$ cat config.mk
export PLATFORM = sky130hd
export DESIGN_NAME = mem_lsu
export DESIGN_NICKNAME = d
export VERILOG_FILES = /design/src/rtl/mem_lsu_pkg.sv /design/src/rtl/mem_lsu_align.sv /design/src/rtl/mem_lsu.sv
export SDC_FILE = /design/constraint.sdc
export NUM_CORES = 1
export LEC_CHECK = 0
export ABC_CLOCK_PERIOD_IN_PS = 5010
export CAP_MARGIN = 20
export CORE_UTILIZATION = 35
export CTS_CLUSTER_DIAMETER = 50
export DETAILED_ROUTE_END_ITERATION = 12
export PLACE_DENSITY = 0.81
export SYNTH_ARGS = -nofsm -noshare
export SYNTH_HDL_FRONTEND = slang
export SYNTH_SLANG_ARGS = --single-unit
export TNS_END_PERCENT = 30
$ cat constraint.sdc
create_clock -name clk -period 5.01 [get_ports clk]
set_input_delay 1.2525 -clock clk [delete_from_list [all_inputs] [get_ports clk]]
set_output_delay 1.2525 -clock clk [all_outputs]
set_load 0.005 [all_outputs]
$ cat src/rtl/mem_lsu_pkg.sv
// Shared definitions for the MEM-stage load/store unit: funct3 codes,
// writeback selects, FSM states and the access legality check.
package mem_lsu_pkg;

    localparam logic [2:0] LSU_B  = 3'b000;
    localparam logic [2:0] LSU_H  = 3'b001;
    localparam logic [2:0] LSU_W  = 3'b010;
    localparam logic [2:0] LSU_BU = 3'b100;
    localparam logic [2:0] LSU_HU = 3'b101;

    localparam logic [1:0] WB_ALU = 2'b00;
    localparam logic [1:0] WB_MEM = 2'b01;
    localparam logic [1:0] WB_PC  = 2'b10;

    typedef enum logic {
        IDLE   = 1'b0,
        ACCESS = 1'b1
    } lsu_state_t;

    // True when an access with this funct3/offset must not reach the bus:
    // unknown size, unsigned store, or an offset not aligned to the size.
    function automatic logic lsu_bad(input logic [2:0] op,
                                     input logic [1:0] addr_lo,
                                     input logic       is_store);
        logic bad;
        case (op)
            LSU_B:   bad = 1'b0;
            LSU_H:   bad = addr_lo[0];
            LSU_W:   bad = |addr_lo;
            LSU_BU:  bad = is_store;
            LSU_HU:  bad = is_store | addr_lo[0];
            default: bad = 1'b1;
        endcase
        return bad;
    endfunction

endpackage

$ cat src/rtl/mem_lsu_align.sv
// Byte-lane logic shared by stores and loads: byte enables, replicated
// write data, extracted/extended load value and the illegal-access flag.
module lsu_align (
    input  logic [2:0]  op,
    input  logic [1:0]  addr_lo,
    input  logic        is_store,
    input  logic [31:0] store_data,
    input  logic [31:0] rdata,
    output logic [3:0]  be,
    output logic [31:0] wdata,
    output logic [31:0] load_value,
    output logic        bad
);
    import mem_lsu_pkg::*;

    logic [7:0]  lane_b;
    logic [15:0] lane_h;

    // NOTE: every variable gets a default at the top of always_comb so no
    // path through the case statements can infer a latch.
    always_comb begin
        lane_b = rdata[7:0];
        case (addr_lo)
            2'd1:    lane_b = rdata[15:8];
            2'd2:    lane_b = rdata[23:16];
            2'd3:    lane_b = rdata[31:24];
            default: lane_b = rdata[7:0];
        endcase
        lane_h = addr_lo[1] ? rdata[31:16] : rdata[15:0];
    end

    always_comb begin
        be         = 4'b0000;
        wdata      = store_data;
        load_value = '0;
        case (op)
            LSU_B: begin
                be         = 4'b0001 << addr_lo;
                wdata      = {4{store_data[7:0]}};
                load_value = {{24{lane_b[7]}}, lane_b};
            end
            LSU_BU: begin
                be         = 4'b0001 << addr_lo;
                load_value = {24'b0, lane_b};
            end
            LSU_H: begin
                be         = addr_lo[1] ? 4'b1100 : 4'b0011;
                wdata      = {2{store_data[15:0]}};
                load_value = {{16{lane_h[15]}}, lane_h};
            end
            LSU_HU: begin
                be         = addr_lo[1] ? 4'b1100 : 4'b0011;
                load_value = {16'b0, lane_h};
            end
            LSU_W: begin
                be         = 4'b1111;
                load_value = rdata;
            end
            default: begin
                be = 4'b0000;
            end
        endcase
    end

    assign bad = lsu_bad(op, addr_lo, is_store);

endmodule

$ cat src/rtl/mem_lsu.sv
// MEM stage: EX/MEM pipeline register, req/ack data-bus FSM with timeout,
// and load-data capture. Stalls the front end while an access is pending.
module mem_lsu #(
    parameter int DATA_WITDH  = 32,
    parameter int ADDR_WITDH  = 32,
    parameter int BUS_TIMEOUT = 16
) (
    input  logic                  clk,
    input  logic                  rst,
    input  logic                  reg_wee,
    input  logic [2:0]            ope,
    input  logic                  mem_wee,
    input  logic [1:0]            wb_ctre,
    input  logic [4:0]            rde,
    input  logic [ADDR_WITDH-1:0] pcne,
    input  logic [DATA_WITDH-1:0] alu_result,
    input  logic [DATA_WITDH-1:0] rd2_ture,
    output logic                  reg_wem,
    output logic [4:0]            rdm,
    output logic [1:0]            wb_ctrm,
    output logic [ADDR_WITDH-1:0] pcnm,
    output logic [DATA_WITDH-1:0] alu_resultm,
    output logic [DATA_WITDH-1:0] load_data,
    output logic                  mem_stall,
    output logic                  lsu_fault,
    output logic                  dbus_req,
    output logic                  dbus_we,
    output logic [ADDR_WITDH-1:0] dbus_addr,
    output logic [3:0]            dbus_be,
    output logic [DATA_WITDH-1:0] dbus_wdata,
    input  logic                  dbus_ack,
    input  logic [DATA_WITDH-1:0] dbus_rdata
);
    import mem_lsu_pkg::*;

    localparam int CNT_W = (BUS_TIMEOUT > 1) ? $clog2(BUS_TIMEOUT) : 1;

    lsu_state_t state, state_nxt;

    logic                  reg_we_q, mem_we_q;
    logic [2:0]            op_q;
    logic [1:0]            wb_ctr_q;
    logic [4:0]            rd_q;
    logic [ADDR_WITDH-1:0] pcn_q;
    logic [DATA_WITDH-1:0] alu_q, store_data_q, load_data_q;
    logic [CNT_W-1:0]      cnt;
    logic                  timed_out;

    logic                  in_access, stall_c, timeout_hit;
    logic                  access_e, bad_e, access_m, bad_m, misalign_m;
    logic [3:0]            be_m;
    logic [31:0]           wdata_m, load_value_m;

    // A bundle only enters ACCESS if it will actually reach the bus.
    assign access_e    = mem_wee | (wb_ctre == WB_MEM);
    assign bad_e       = lsu_bad(ope, alu_result[1:0], mem_wee);
    assign access_m    = mem_we_q | (wb_ctr_q == WB_MEM);
    assign misalign_m  = access_m & bad_m;
    assign timeout_hit = (cnt == CNT_W'(BUS_TIMEOUT - 1));

    lsu_align u_align (
        .op         (op_q),
        .addr_lo    (alu_q[1:0]),
        .is_store   (mem_we_q),
        .store_data (store_data_q),
        .rdata      (dbus_rdata),
        .be         (be_m),
        .wdata      (wdata_m),
        .load_value (load_value_m),
        .bad        (bad_m)
    );

    // NOTE: sequential state uses non-blocking assignments so every flop
    // samples pre-edge values regardless of process ordering.
    always_ff @(posedge clk) begin
        if (!rst) state <= IDLE;
        else      state <= state_nxt;
    end

    always_comb begin
        state_nxt = state;
        case (state)
            IDLE: state_nxt = (access_e && !bad_e) ? ACCESS : IDLE;
            ACCESS: begin
                if (dbus_ack)         state_nxt = (access_e && !bad_e) ? ACCESS : IDLE;
                else if (timeout_hit) state_nxt = IDLE;
            end
            default: state_nxt = IDLE;
        endcase
    end

    always_comb begin
        in_access = 1'b0;
        stall_c   = 1'b0;
        if (state == ACCESS) begin
            in_access = 1'b1;
            stall_c   = !dbus_ack;
        end
    end

    always_ff @(posedge clk) begin
        if (!rst) begin
            reg_we_q     <= 1'b0;
            mem_we_q     <= 1'b0;
            op_q         <= '0;
            wb_ctr_q     <= '0;
            rd_q         <= '0;
            pcn_q        <= '0;
            alu_q        <= '0;
            store_data_q <= '0;
        end else if (!stall_c) begin
            reg_we_q     <= reg_wee;
            mem_we_q     <= mem_wee;
            op_q         <= ope;
            wb_ctr_q     <= wb_ctre;
            rd_q         <= rde;
            pcn_q        <= pcne;
            alu_q        <= alu_result;
            store_data_q <= rd2_ture;
        end
    end

    // timed_out marks the single cycle after an abort, while the aborted
    // instruction is still held in MEM and must not write back.
    always_ff @(posedge clk) begin
        if (!rst) begin
            cnt         <= '0;
            timed_out   <= 1'b0;
            load_data_q <= '0;
        end else begin
            if (in_access && !dbus_ack && !timeout_hit) cnt <= cnt + 1'b1;
            else                                        cnt <= '0;
            timed_out <= in_access && !dbus_ack && timeout_hit;
            if (in_access && dbus_ack && !mem_we_q) load_data_q <= load_value_m;
        end
    end

    assign dbus_req    = rst & in_access;
    assign mem_stall   = rst & stall_c;
    assign lsu_fault   = rst & (misalign_m | timed_out);
    assign dbus_we     = dbus_req & mem_we_q;
    assign dbus_be     = dbus_req ? be_m : 4'b0000;
    assign dbus_addr   = dbus_req ? {alu_q[ADDR_WITDH-1:2], 2'b00} : '0;
    assign dbus_wdata  = (dbus_req && mem_we_q) ? wdata_m : '0;

    assign reg_wem     = reg_we_q & ~misalign_m & ~timed_out;
    assign rdm         = rd_q;
    assign wb_ctrm     = wb_ctr_q;
    assign pcnm        = pcn_q;
    assign alu_resultm = alu_q;
    assign load_data   = load_data_q;

endmodule

Word level (Yosys, flattened, before mapping)
Index checks and enable logic that the tools add are counted.

word-level totals
  register bits after elaboration = 146
  latch bits = 0
  RAM bits = 0
  bits in read-only memories = 0
  input port bits = 143
  word-level logic and storage cells = 78
  memories = 0

operators by class
  add/sub/neg operators = 1
  multipliers = 0
  divide/modulo/power cells = 0
  order comparisons = 0
  equality and inequality tests = 14
  shifts and indexed selects = 1
  multiplexer cells = 17
  bitwise operators = 15
  reduce and logical (&&, ||, !) cells = 18

operator list
  cell                                                  number
  case mux 32 bit (5 select lines)                      1
  2-to-1 mux 32 bit                                     2
  case mux 32 bit (2 select lines)                      1
  case mux 8 bit (3 select lines)                       1
  2-to-1 mux 16 bit                                     1
  equality test 3 bit (second input constant)           4
  case mux 4 bit (3 select lines)                       1
  case mux 1 bit (5 select lines)                       2
  2-to-1 mux 4 bit                                      2
  OR reduction 2 bit                                    4
  bitwise AND 1 bit                                     7
  logical AND 1 bit                                     7
  equality test 2 x 1 -> 1 bit (second input constant)  3
  equality test 3 x 1 -> 1 bit (second input constant)  2
  equality test 3 x 2 -> 1 bit (second input constant)  2
  logical NOT 3 bit                                     2
  2-to-1 mux 1 bit                                      5
  OR 1 bit                                              5
  adder 4 x 1 -> 4 bit (second input constant)          1
  equality test 2 bit (second input constant)           2
  equality test 4 bit (second input constant)           1
  logical NOT 1 bit                                     4
  left shift 1 x 2 -> 4 bit (first input constant)      1
  inverter 1 bit                                        3
  other kinds (2)                                       2

Longest topological paths before layout
Gate-level depths: netlist of run 1.

  word-level depth = 7
  mapped depth = 8
  mapped depth without buffers = 4

By module
A second synthesis of run 1 with hierarchy kept.

second synthesis, totals
  cell total of the unflattened synthesis = 906
  area total of the unflattened synthesis = 7314.5 µm²

modules (own cells, without submodules)
  module     times used  cells an instance  area each (µm²)  seq. area each (µm²)
  mem_lsu    1           723                5985.7           2922.8
  lsu_align  1           183                1328.8           0.0

Least setup slack after synthesis of run 1
OpenSTA, ideal clock, no wires.

  path kind = input -> output
  from = in rst
  to = out dbus_wdata[28]
  arrival = 2.082 ns
  data required time = 3.758 ns
  slack = 1.675 ns
  stages = 5
  path buffers = 1
  cell sequence = nand2_1 > clkinv_1 > nand2_1 > buf_2 > a211oi_1

on the way
  cells in the longest elaborated chain, start to end = 3

ends and longest elaborated chain
  element             RTL line        RTL
  start: declaration  mem_lsu.sv:9    input logic rst,
  bitwise AND 1 bit   mem_lsu.sv:138  assign dbus_req = rst & in_access;
  named net dbus_req  mem_lsu.sv:26   output logic dbus_req,
  logical AND 1 bit   mem_lsu.sv:144  assign dbus_wdata = (dbus_req && mem_we_q) ? wdata_m : '0;
  2-to-1 mux 32 bit   mem_lsu.sv:144
  end: declaration    mem_lsu.sv:30   output logic [DATA_WITDH-1:0] dbus_wdata,

The timed path passes the listed nets, and every way through them passes these cells.

Worst setup path in the final report of run 1
  from = in rst
  to = out dbus_wdata[26]

on the way
  cells in the longest elaborated chain, start to end = 3

ends and longest elaborated chain
  element            RTL line
  bitwise AND 1 bit  mem_lsu.sv:138
  logical AND 1 bit  mem_lsu.sv:144
  2-to-1 mux 32 bit  mem_lsu.sv:144

Every way passes these cells.

==> results.toml, run 1 <==
[outcome]
status = "finished clean"

[route]
detailedRoute.firstPassIterationCount = 5
met3RoutedLength_um = 1880
met1Wirelength_um = 9750
drcViolationCount = 0
wl_um = 23000
dr.first_iter.drc_count = 388
met2_wirelength_um = 10700
topRoutingLayerUsed = "met4"
detail-route-antenna-nets = 0
via_count = 6854
wl_per_cell_um = 17.3
dr_vias_cell = 5.14

[worst_setup_path]
timing.setup.critical_path_class = "in -> out"
cp.arrival_ps = 3250
critPathRequiredTime_ps = 3760
critical_path.max_fanout = 18
critical_path.endpoint_type = "output pin"
start_kind = "primary input"

[global_routing]
via_count_of_the_first_global_routing_pass = 6564
grt.total_usage_pct = 24.5
grt_antenna_before_repair = 0
grt.overflow.total = 0
global_route_wire_length_before_repair_um = 35200
grt_max_degree = 91

[die]
design.core.area_um2 = 17500
die_w_um = 137
floorplan.die_area_um2 = 18700
start_util_pct = 36.3
design.portCount = 319
core.rowCount = 48
die_h_um = 137

[timing]
timing.fmax_ghz = 0.222
setup_violations = 0
worst_slew_pin_tran_ps = 967
timing.clock.skew_ps = 8.38
post_route_setup_tns_ps = 0
slew_viols_final = 0
final.period_utilization_pct = 90.0
hold_violations = 0
grt_setup_unrepaired = "no"
final.min_clock_period_ps = 4510
max_slew_margin_pct = 35.5

[pwr]
power.static_leakage_nw = 4.15
logic_gate_share_of_total_power_pct = 14.9
fin_total_pwr_mw = 3.08
internal_portion_of_total_power_mw = 2.30
power_switching_share_pct = 25.2
largest_voltage_drop_on_the_vdd_net_v = 0.000236
p_switching_mw = 0.776
powerDensity_nw_per_um2 = 300
seq_power_share_pct = 41.4
power_frac_clock_pct = 43.7

[placement]
place.port_buffers = 316
placed_cell_area_um2 = 9620
gpl.final_weighted_congestion = 0.880
dp_hpwl_um = 16300

[cells_and_area]
drive_gt1_share_pct = 5.95
finalNetCount = 1240
sequential_cell_area_um2 = 2920
final_core_util_pct = 58.4
area.growth.synth_to_final_pct = 61.0
final_area_um2 = 10200
multi_input_gate_area_um2 = 3090
nFillCells = 1549
diodes = 0

[min_path]
timing.hold.worst.class = "reg -> reg"

[clock_tree]
cts_setup_buffers = 0
clock_tree_from_tritoncts = "built"
cts_buffer_depth = 2
cts.sink_count = 146
ctsHtreeMaxLevel = 4
clock_pin_slew_on_the_worst_setup_and_hold_paths_ps = 60
cts_hold_buffers = 0
worst_skew_pair.late_latency_ps = 420
tritoncts.num_buffers = 17
clock_tree.root_cell = "sky130_fd_sc_hd__clkbuf_16"
ctsResizeCount = 0

[yosys]
synth_sequential_area_ratio_pct = 45.9
dominant_combinational_cell_family_by_area_after_synthesis = "simple AND/OR/NAND/NOR gates"
yosys.area_share.adder_pct = 0.197
synth.yosys.warnings = 0
ys_async_sr_fraction_pct = 0
muxShareOfSynthArea_pct = 5.66
cell_area_synth_um2 = 6360
ys_ff_latch = 146
synthXorXnorAreaFrac_pct = 0.275
post_synth_edffs = 0
post_synth_simple_gate_area_pct = 24.2
compound_gate_portion_of_the_synthesized_area_pct = 17.9
postSynth.topFlopCell = "sky130_fd_sc_hd__dfxtp_1"
synthesis.instances = 816
post_synth.cell_area_avg_um2 = 7.80
number_of_distinct_library_cell_variants_in_the_gate_level_netlist_after_synthesis = 43

[run]
max_cap_check_violation_count = 0
cells in the final DEF, fill, tap and decap left out, drive strengths merged, types with 2 or more instances in the layout:
cell type      synthesis  final
nand2b                 3      3
conb                   1      2
and2                   2      2
a211oi                 8      8
inv                    5      8
buf                   26     14
a221oi                15     15
nor3                   3      3
and3                  39     39
a31oi                  2      2
mux2                   9      9
o41ai                  2      2
o21ai                 17     17
bufinv                 0      3
dfxtp                146    146
mux2i                  9      9
a22oi                 16     16
mux4                   7      7
nand3                  3      3
clkinv                 2      6
clkinvlp               0      3
nor2b                  4      4
clkbuf                44     19
clkdlybuf4s50          0    316
nor4                   2      2
a21oi                131    131
nand2                279    279
nor2                  29     29
cell usage after synthesis (2+ instances only):
| library cell | number | area (um2) |
|---|---|---|
| sky130_fd_sc_hd__a221oi_1 | 15 | 131 |
| sky130_fd_sc_hd__buf_6 | 5 | 56.3 |
| sky130_fd_sc_hd__a22oi_1 | 16 | 120 |
| sky130_fd_sc_hd__nor4_1 | 2 | 12.5 |
| sky130_fd_sc_hd__dfxtp_1 | 146 | 2920 |
| sky130_fd_sc_hd__buf_2 | 14 | 70.1 |
| sky130_fd_sc_hd__and3_1 | 39 | 244 |
| sky130_fd_sc_hd__nor2b_1 | 4 | 25.0 |
| sky130_fd_sc_hd__o21ai_0 | 17 | 85.1 |
| sky130_fd_sc_hd__mux4_2 | 4 | 90.1 |
| sky130_fd_sc_hd__buf_4 | 5 | 37.5 |
| sky130_fd_sc_hd__a31oi_1 | 2 | 12.5 |
| sky130_fd_sc_hd__a21oi_1 | 131 | 656 |
| sky130_fd_sc_hd__mux4_1 | 3 | 78.8 |
| sky130_fd_sc_hd__o41ai_1 | 2 | 17.5 |
| sky130_fd_sc_hd__clkbuf_1 | 42 | 158 |
| sky130_fd_sc_hd__inv_1 | 5 | 18.8 |
| sky130_fd_sc_hd__mux2_2 | 9 | 101 |
| sky130_fd_sc_hd__nor3_1 | 2 | 10.0 |
| sky130_fd_sc_hd__clkinv_1 | 2 | 7.51 |
| sky130_fd_sc_hd__buf_1 | 2 | 7.51 |
| sky130_fd_sc_hd__nand2b_1 | 3 | 18.8 |
| sky130_fd_sc_hd__nand2_1 | 279 | 1050 |
| sky130_fd_sc_hd__clkbuf_2 | 2 | 10.0 |
| sky130_fd_sc_hd__and2_1 | 2 | 12.5 |
| sky130_fd_sc_hd__nand3_1 | 3 | 15.0 |
| sky130_fd_sc_hd__a211oi_1 | 8 | 60.1 |
| sky130_fd_sc_hd__mux2i_1 | 9 | 90.1 |
| sky130_fd_sc_hd__nor2_1 | 29 | 109 |
critical path, cell delays in order:
cell and delay (ps):
sky130_fd_sc_hd__clkdlybuf4s50_1 580, sky130_fd_sc_hd__nand2_1 120, sky130_fd_sc_hd__clkinv_1 90, sky130_fd_sc_hd__nand2_1 180, sky130_fd_sc_hd__buf_4 280, sky130_fd_sc_hd__a211oi_1 200
sky130_fd_sc_hd__clkdlybuf4s50_1 550
state kept, by name, summed over array words and instances, names as in the netlist:
name	count
alu_resultm	32
rdm	5
pcnm	32
op_q	3
state	1
cnt	4
timed_out	1
reg_we_q	1
mem_we_q	1
store_data_q	32
wb_ctrm	2
load_data	32
per-layer routing:
metal  up-vias  GRT usage, %
met4         0          10.1
met2       301          39.7
met3        56          7.56
met1      3175          30.2
li1       3322             -
met5         -             0
logic make-up after synthesis:
group                      Yosys count
AOI/OAI and AO/OA                  196
other                                1
DFF                                146
and+or+nand+nor                    368
adders and majority gates            1
buffers and inverters               77
muxes                               25
xor gates and xnor gates             2
stage by stage:
step           hold slack [ps]  setup slack, ps  instances
2_1_floorplan              418             1680        817
3_3_place_gp               432              568       1302
3_5_place_dp               442              532       1302
4_1_cts                    452              525       1334
5_1_grt                    468              408       1334
6_report                   450              503       1334
path summary, 6_finish.rpt:
kind                start  cells past startpoint        endpoint  slack (ps)
setup / recovery      rst                      7  dbus_wdata[26]         500
hold / removal    pcnm[7]                      2         pcnm[7]         450
setup reg to reg  op_q[1]                      4   load_data[16]        2550
hold reg to reg   pcnm[7]                      2         pcnm[7]         450
power by group through the flow:
stage / registers, mW / logic (mW) / clock network [mW]
2_1_floorplan: 1.29 / 0.189 / 0
3_3_place_gp: 1.30 / 0.451 / 0
3_5_place_dp: 1.30 / 0.455 / 0
4_1_cts: 1.27 / 0.458 / 1.38
5_1_grt: 1.28 / 0.495 / 1.42
6_report: 1.27 / 0.457 / 1.35
layout make-up:
cell class                      count  share of cell area (%)
Tap cell                          225                    2.75
Timing Repair Buffer              330                    32.1
Multi-Input combinational cell    594                    30.2
Inverter                            7                   0.269
Sequential cell                   146                    28.5
Clock inverter                     13                    1.70
Clock buffer                       19                    4.42
Note: power is estimated with default switching activity, not from simulation.
==> run 2, diff against run 1 <==
PLACE_DENSITY = 0.79   (was 0.81)
SYNTH_HIERARCHICAL = 1   (was not set)
==> run 2 against run 1 <==
  * Register-to-register slack gained 260 ps
  * Critical path depth shrank 2
  * Count of clock-buffer cells in the layout is the same
  * Combinational power grew 7.9%
  * Sequential cell count is the same
  * Core utilization shrank 4.4 points
  * Design area grew 7.3%
  * Clock skew grew 0.76 ps
  * Clock power shrank 8%
  * First-iteration DRC count shrank 0.26%
  * Worst hold slack lost 1.3 ps
  * Global-route usage shrank 3.2 points
  * Critical path type is now reg -> out
  * Largest power group is now registers
==> results.toml, run 2 <==
[outcome]
status = "finished clean"

[yosys]
synthesis.instances = 906
dominant_combinational_cell_family_by_area_after_synthesis = "simple AND/OR/NAND/NOR gates"
number_of_distinct_library_cell_variants_in_the_gate_level_netlist_after_synthesis = 45
synth_sequential_area_ratio_pct = 40.0
post-synth-top-count-cell = "sky130_fd_sc_hd__nand2_1"
synth.yosys.warnings = 6
postSynth.topFlopCell = "sky130_fd_sc_hd__dfxtp_1"
post-synth-top-area-cell = "sky130_fd_sc_hd__dfxtp_1"
ys_ff_latch = 146
cell_area_synth_um2 = 7310
yosys.area_share.adder_pct = 0.171
fraction_of_synthesized_cell_area_taken_by_the_top_area_cell_type_pct = 40.0
post_synth_simple_gate_area_pct = 24.9
netlist_top_cells_area = "sky130_fd_sc_hd__dfxtp_1 (40%), sky130_fd_sc_hd__nand2_1 (16%), sky130_fd_sc_hd__a21boi_0 (11%)"
compound_gate_portion_of_the_synthesized_area_pct = 19.8
post_synth_edffs = 0
ys_async_sr_fraction_pct = 0
post_synth.cell_area_avg_um2 = 8.07
muxShareOfSynthArea_pct = 7.32
synthXorXnorAreaFrac_pct = 0.239
top_cells_by_count_synth = "sky130_fd_sc_hd__nand2_1 (315), sky130_fd_sc_hd__dfxtp_1 (146), sky130_fd_sc_hd__a21boi_0 (104)"

[die]
floorplan.die_area_um2 = 21500
core.rowCount = 52
design.portCount = 319
die_w_um = 147
start_util_pct = 35.9
design.core.area_um2 = 20400
die_h_um = 147

[clock_tree]
clock_tree_from_tritoncts = "built"
worst_skew_pair.late_latency_ps = 420
clock_tree.root_cell = "sky130_fd_sc_hd__clkbuf_16"
cts_buffer_depth = 2
clock_pin_slew_on_the_worst_setup_and_hold_paths_ps = 60
cts_hold_buffers = 0
cts.sink_count = 146
tritoncts.num_buffers = 17
ctsHtreeMaxLevel = 4
ctsResizeCount = 0
cts_setup_buffers = 0

[worst_setup_path]
cp.arrival_ps = 2900
cp_top_family = "buffers and inverters"
timing.critical_path.cells = "nor2_4 -> buf_4 -> mux2_2 -> and2_1 -> clkdlybuf4s50_1"
critical_path.endpoint_type = "output pin"
timing.setup.critical_path_class = "reg -> out"
rr_startpoint = "op_q[1]"
crit_buf_inv = 2
critical-path-slowest-cell = "sky130_fd_sc_hd__nor2_4"
critPathRequiredTime_ps = 3760
critPathMaxStageDelay_ps = 610
critical_path.max_fanout = 24
worst_setup_path_startpoint = "op_q[1]"
start_kind = "flip-flop"

[route]
detail-route-antenna-nets = 0
via_count = 7191
dr_vias_cell = 4.96
drcViolationCount = 0
wl_per_cell_um = 15.9
wl_um = 23100
dr.first_iter.drc_count = 387
detailedRoute.firstPassIterationCount = 4

[timing]
worst_slew_pin_tran_ps = 748
timing.fmax_ghz = 0.241
final.period_utilization_pct = 82.8
setup_violations = 0
hold_violations = 0
max_slew_margin_pct = 50.1
post_route_setup_tns_ps = 0
timing.clock.skew_ps = 9.14
grt_setup_unrepaired = "no"
final.min_clock_period_ps = 4150
slew_viols_final = 0
final_critical_path_setup_slack_ps = 862

[cells_and_area]
drive_gt1_share_pct = 7.46
finalNetCount = 1311
final_cell_mix = "sky130_fd_sc_hd__nand2_1 (315), sky130_fd_sc_hd__clkdlybuf4s50_1 (315), sky130_fd_sc_hd__dfxtp_1 (146)"
area.growth.synth_to_final_pct = 50.3
nFillCells = 1856
diodes = 0

[pwr]
fin_total_pwr_mw = 3.00
largest_voltage_drop_on_the_vdd_net_v = 0.000215
power.static_leakage_nw = 4.42
powerDensity_nw_per_um2 = 273

[run]
max_cap_check_violation_count = 0

[global_routing]
via_count_of_the_first_global_routing_pass = 6856
grt.total_usage_pct = 21.3
grt_max_degree = 77
grt.overflow.total = 0
grt_antenna_before_repair = 0
global_route_wire_length_before_repair_um = 36400

[placement]
place.port_buffers = 316
dp_hpwl_um = 16400
gpl.final_weighted_congestion = 0.812
dpl_worst_slack_ps = 1100

[min_path]
min_delay_src = "load_data[23]"
timing.hold.worst.class = "reg -> reg"
[run 2: cell count changes after synthesis, moves of 15 or more]
cell / before / now
sky130_fd_sc_hd__a21boi_0: 0 / 104
sky130_fd_sc_hd__mux2_2: 9 / 30
sky130_fd_sc_hd__buf_2: 14 / 29
sky130_fd_sc_hd__and2_1: 2 / 32
sky130_fd_sc_hd__a32oi_1: 0 / 17
sky130_fd_sc_hd__clkbuf_1: 42 / 27
sky130_fd_sc_hd__nand2_1: 279 / 315
sky130_fd_sc_hd__a21oi_1: 131 / 10
sky130_fd_sc_hd__a21boi_1: 0 / 38
[run 2: cell families after synthesis]
logic type | count (synthesis)
compound gates | 196
xor+xnor | 2
fa+ha+maj | 1
buf+inv | 92
flops | 146
mux | 48
other cells | 1
simple gates | 420
[run 2: final cells by class]
cell class | count | area [um2] | area share (%)
clock buffer | 19 | 443 | 4.03
clock inverter | 13 | 126 | 1.15
inverter | 3 | 11.3 | 0.102
multi-input combinational | 669 | 3870 | 35.2
sequential | 146 | 2920 | 26.6
tap | 270 | 338 | 3.07
timing repair buffer | 330 | 3290 | 29.9
[run 2: per-stage QoR]
step / cells / util [%] / hold slack [ps] / area (um2)
final: 1450 / 54.0 / 449 / 11000
after global routing: 1450 / 54.0 / 471 / 11000
after CTS: 1449 / 53.9 / 454 / 11000
after detailed placement: 1417 / 51.1 / 445 / 10400
after global placement: 1417 / 51.1 / 431 / 10400
after floorplan: 907 / - / 418 / 7320
[run 2: power by group]
group	switching (mW)	total (mW)	internal [mW]
clock	0.536	1.24	0.705
combinational	0.209	0.493	0.283
sequential	0.0468	1.27	1.22
[run 2: worst min-delay path, cell delays in order, from the launching register on]
cell and delay (ps):
sky130_fd_sc_hd__dfxtp_1 300, sky130_fd_sc_hd__nand2_1 50, sky130_fd_sc_hd__a21boi_1 50
[run 2: worst paths after layout]
kind,endpoint,cells after the start,slack (ps)
max,dbus_wdata[20],5,860
min,load_data[23],2,450
max reg2reg,load_data[7],6,2810
min reg2reg,load_data[23],2,450
[run 2: metal layers]
layer	track usage, %	vias up	share of wire (%)
met5	0	-	0
met4	5.78	0	1.3
met3	6.59	17	8.0
met2	35.2	267	47
met1	26.8	3383	43
li1	-	3524	-
==> patch 1 (flow settings as in run 2) <==
Remove the case item `LSU_BU` of the case on `op`.
--- a/src/rtl/mem_lsu_align.sv
+++ b/src/rtl/mem_lsu_align.sv
@@ -41,6 +41,2 @@
             end
-            LSU_BU: begin
-                be         = 4'b0001 << addr_lo;
-                load_value = {24'b0, lane_b};
-            end
             LSU_H: begin
Behaviour: not the same (a bounded check fails within 4 cycles, from zero or initial values and one cycle with rst low).
==> patch 1 against run 2 <==
Critical path depth unchanged. Global-route usage down 0.52 points. Sequential cell count unchanged. Synthesized cell count down 4.2%. Utilization up 1.3 points. Sequential share of layout area up 0.20 points. Routed wire length down 3.5%. Total power up 3.4%. Design area down 0.76%. Worst hold slack better by 0.0059 ns. Worst setup slack worse by 0.035 ns. Area after synthesis down 2.2%.
==> patch 1: results (changes against run 2) <==
outcome:
  status: "finished clean"
drt:
  drt_wl_total_um: 22300  # -3.5%
  initialDrtViolationCount: 344  # -11%
  first_pass_iters: 5  # +1
  via_per_inst: 4.85  # -2.1%
  wl_met3_um: 1510  # -19%
  top_layer_used: "met4"
  wl_met1_um: 9610  # -3.7%
  dr_wl_met2_um: 10700  # -2.2%
global_routing:
  gr-usage-all-layers: 0.208  # -0.00518
  grt_pass1_wl_um: 35000  # -3.9%
  grt_max_degree: 75  # -2.6%
  grt_pass1_vias: 6506  # -5.1%
  antenna_found_initial: 0  # unchanged
sta:
  tightest_slew_ns: 0.970  # +0.222 ns
  fin_skew_ns: 0.0124  # +0.00327 ns
cts:
  clock_path_buffers: 2  # unchanged
  numCtsBuffers: 17  # unchanged
  cts.repair.resized: 0  # unchanged
  clkTransAtPathRegs_ns: 0.06  # about the same
  post_cts_buffers: 0  # unchanged
cells_and_area:
  drive_gt1_frac: 0.0723  # -0.00228
  num-fill-cells: 1773  # -4.5%
  diodes: 0  # unchanged
  nets: 1279  # -2.4%
place:
  dp.final_hpwl_um: 15700  # -3.7%
  port_buffers: 316  # unchanged
  place.gp.congestion: 0.819  # +0.85%
synthesis:
  synth_cell_types: 46  # +2.2%
  synthArstFlopShare: 0  # unchanged
  synth_common_cells: "nand2_1, dfxtp_1, a21boi_0, a21boi_1, and3_1"
  ys_warn_count: 6  # unchanged
  synthTopCellsByArea: "dfxtp_1, nand2_1, a21boi_0"
  yosysSeqAreaShare: 0.409  # +0.00894
power:
  cellLeakagePower_nw: 4.41  # -0.26%
  max-vdd-ir-drop_v: 0.000219  # +1.9%
critical_path:
  crit_arrival_ns: 2.93  # +0.03 ns
  path_max_fanout: 52  # +120%
patch 1: changes by cell type after synthesis, sizes merged, moves of 3 or more:
cell    before  now
a32o         0    3
nand2      318  282
a21o         1   19
a221o        0   12
nor2        17   14
mux2        31   25
nor3         3    7
a22oi        7    0
clkbuf      29   24
o21ai       10    4
a32oi       17    0
mux2i       16   12
patch 1: metrics by stage:
| step | area [um^2] | cells | worst slack (ns) |
|---|---|---|---|
| 6_report | 10900 | 1413 | 0.827 |
| 5_1_grt | 10900 | 1413 | 0.723 |
| 4_1_cts | 10900 | 1413 | 0.841 |
| 3_5_place_dp | 10300 | 1381 | 0.855 |
| 3_3_place_gp | 10300 | 1380 | 0.864 |
| 2_1_floorplan | 7160 | 869 | 1.76 |
patch 1: final timing paths:
check / from / to / slack, ns / depth (start not counted)
max: rst / mem_stall / 0.83 / 5
min reg2reg: load_data[6]$_SDFFE_PN0P_ / load_data[6]$_SDFFE_PN0P_ / 0.45 / 2
min: load_data[6]$_SDFFE_PN0P_ / load_data[6]$_SDFFE_PN0P_ / 0.45 / 2
max reg2reg: op_q[0]$_SDFFE_PN0N_ / load_data[8]$_SDFFE_PN0P_ / 2.89 / 5
patch 1: layout make-up:
| cell class | instances | area share |
|---|---|---|
| repair buffers | 331 | 0.301 |
| clock inverters | 13 | 0.0159 |
| flip-flops and latches | 146 | 0.268 |
| inverters | 3 | 0.00103 |
| well taps | 265 | 0.0304 |
| clock buffers | 19 | 0.0415 |
| multi-input cells | 636 | 0.343 |
patch 1: kinds of logic after synthesis:
family / Yosys count / share of synthesized area
AND/OR/NAND/NOR: 392 / 0.242
XOR/XNOR: 2 / 0.00245
flip-flops: 146 / 0.409
buffers and inverters: 87 / 0.0722
AO/OA/AOI/OAI: 201 / 0.214
other: 1 / 0.000524
multiplexers: 38 / 0.0593
adder cells (fa/ha/maj): 1 / 0.00175
patch 1: per-layer routing:
metal	vias to the layer above	global-route usage
met1	3157	0.257
met4	0	0.0777
li1	3422	-
met5	-	0
met3	27	0.0528
met2	254	0.347
patch 1: critical path, stage by stage:
cell and delay, ns:
buf_4 0.36, buf_4 0.43, nand2_1 0.17, nor2_1 0.16, clkdlybuf4s50_1 0.54
patch 1: where the power goes:
part	switching, mW	leakage (nW)	internal (mW)
clock	0.531	0.290	0.818
combinational	0.194	2.92	0.290
sequential	0.0505	1.21	1.22
total	0.776	4.41	2.33
==> patch 2 (settings of run 2) <==
Without the edit above. Make the reset (`rst`) asynchronous in 3 clocked blocks.
--- a/src/rtl/mem_lsu.sv
+++ b/src/rtl/mem_lsu.sv
@@ -74,3 +74,3 @@
     // samples pre-edge values regardless of process ordering.
-    always_ff @(posedge clk) begin
+    always_ff @(posedge clk or negedge rst) begin
         if (!rst) state <= IDLE;
@@ -100,3 +100,3 @@
 
-    always_ff @(posedge clk) begin
+    always_ff @(posedge clk or negedge rst) begin
         if (!rst) begin
@@ -124,3 +124,3 @@
     // instruction is still held in MEM and must not write back.
-    always_ff @(posedge clk) begin
+    always_ff @(posedge clk or negedge rst) begin
         if (!rst) begin
Formal check against the unedited RTL: differs if rst is asserted again (counterexample within 4 cycles, from zero or initial values and one cycle with rst low); with rst held inactive, the same outputs for 4 cycles.
==> patch 2 against run 2 <==
Area after synthesis up 1.8%. Sequential cell count unchanged. Design area is 2.1% higher. Clock skew grew 0.0082 ns. Routed wire length down 2.7%. Worst hold slack improved by 0.013 ns. Worst setup slack better by 0.080 ns. First-iteration DRC count is 8.0% lower. Via count down 6.9%.
Power is not compared: it rests on default switching activity, and its combinational part moved more than twofold at a synthesized area within 25%.
==> patch 2: results (changes against run 2) <==
critical_path:
  slowest_stage: "clkdlybuf4s50_1"
  crit_arrival_ns: 2.82  # -0.08 ns
  slowest_delay_ns: 0.51  # -0.10 ns
  regToRegStartpoint: "op_q[0]$_DFFE_PN0N_"
  worstReg2RegEnd: "load_data[5]$_DFFE_PN0P_"
  worst_r2r_path_depth: 5  # -1
  path_max_fanout: 18  # -25%
  regToRegSetupSlack_ns: 2.68  # -0.13 ns
sta:
  slew-limit-headroom: 0.483  # -0.0177
  fin_skew_ns: 0.0173  # +0.00819 ns
  holdWs_ns: 0.462  # +0.0129 ns
drt:
  avgRoutedWirePerCell_um: 16.2  # +1.8%
  vias: 6692  # -6.9%
  drt_wl_total_um: 22500  # -2.7%
  first_pass_iters: 5  # +1
  initialDrtViolationCount: 356  # -8.0%
synthesis:
  synthArstFlopShare: 1.00  # +1.00
  ys_warn_count: 6  # unchanged
  synthFlopType: "dfrtp_1"
  synth.area.mux_share: 0.121  # +0.0476
  synthTopCellsByArea: "dfrtp_1, nand2_1, mux2_2"
  synth.most_common_cell: "nand2_1"
  synth_compound_area_frac: 0.0533  # -0.145
  synthAdderAreaFrac: 0.00168  # -0.0000302
  yosysSeqAreaShare: 0.491  # +0.0911
  synthCells: 820  # -9.5%
  synth_common_cells: "nand2_1, dfrtp_1, mux2_2, and3_1, and2_1"
  synth_cell_types: 44  # -2.2%
  synth_xor_area_frac: 0.00118  # -0.00122
cts:
  root_buffer: "clkbuf_16"
  clock_path_buffers: 2  # unchanged
  clkTransAtPathRegs_ns: 0.07
  insertion_delay_ns: 0.42  # about the same
  cts.repair.resized: 0  # unchanged
  post_cts_buffers: 0  # unchanged
  numCtsBuffers: 17  # unchanged
global_routing:
  antenna_found_initial: 1  # +1
  gr-usage-all-layers: 0.205  # -0.00860
  grt_pass1_wl_um: 34900  # -4.2%
  grt_pass1_vias: 6532  # -4.7%
  grt_max_degree: 119  # +55%
cells_and_area:
  nets: 1245  # -5.0%
  design_area_um2: 11200  # +2.1%
  drive_gt1_frac: 0.106  # +0.0313
  num-fill-cells: 1863  # +0.38%
power:
  max-vdd-ir-drop_v: 0.000226
  cellLeakagePower_nw: 5.33
place:
  place.gp.congestion: 0.835  # +2.7%
  dp.final_hpwl_um: 15900  # -3.0%
  port_buffers: 316  # unchanged
  dp.cells: 1352  # -4.6%
  dp_slack_ns: 0.893  # -0.208 ns
outcome:
  status: "finished clean"
hold_path:
  worstHoldStart: "store_data_q[21]$_DFFE_PN0N_"
  min_path_cells: 2  # unchanged
  whs_endpoint: "store_data_q[21]$_DFFE_PN0N_"
  hold_path_class: "register to register"
## patch 2: changes by cell type after synthesis, sizes merged, moves of 10 or more
cell    delta
mux2      +32
nand2     +44
dfxtp    -146
dfrtp    +146
clkbuf    -10
buf       -11
a21boi   -140
## patch 2: cell type report
class	count	share of cell area
Multi-Input combinational cell	604	0.298
Clock buffer	20	0.0407
Antenna cell	1	0.000223
Tap cell	270	0.0301
Timing Repair Buffer	329	0.292
Sequential cell	146	0.325
Clock inverter	12	0.0132
Inverter	3	0.00100
## patch 2: worst max-delay path by stage
stage | startpoint | cells after the start | to | slack (ns)
floorplan | rst | 3 | dbus_wdata[0] | 1.94
detailed placement | rst | 5 | dbus_wdata[25] | 0.89
finish | rst | 5 | dbus_wdata[25] | 0.94
global route | rst | 5 | dbus_wdata[9] | 0.73
global placement | rst | 5 | dbus_wdata[28] | 1.0
CTS | rst | 5 | dbus_wdata[25] | 0.89
## patch 2: cells by family (layout without fill, tap and decap cells)
kind of cell | Yosys count | count (layout)
mux | 80 | 80
other cells | 1 | 3
buf+inv | 71 | 364
simple gates | 463 | 463
xor+xnor | 1 | 1
flops | 146 | 146
compound gates | 57 | 57
fa+ha+maj | 1 | 1
## patch 2: where the power goes
part / switching, mW / internal [mW] / total [mW] / leakage [nW]
logic: 0.418 / 0.635 / 1.05 / 3.27
registers: 0.134 / 1.37 / 1.51 / 1.78
clock network: 0.523 / 0.771 / 1.29 / 0.289
total: 1.07 / 2.78 / 3.85 / 5.33
## patch 2: worst max-delay path: cells and delay by family
family / cells / cell delay, ns
buffers and inverters: 3 / 0.95
and+or+nand+nor: 2 / 0.59
## patch 2: layer usage
layer  vias to the layer above  track usage  wire [um]
li1                       3220            -          -
met1                      3176        0.254       9210
met2                       266        0.341      11000
met3                        30       0.0522       1680
met4                         0       0.0784        575
met5                         -            0          0
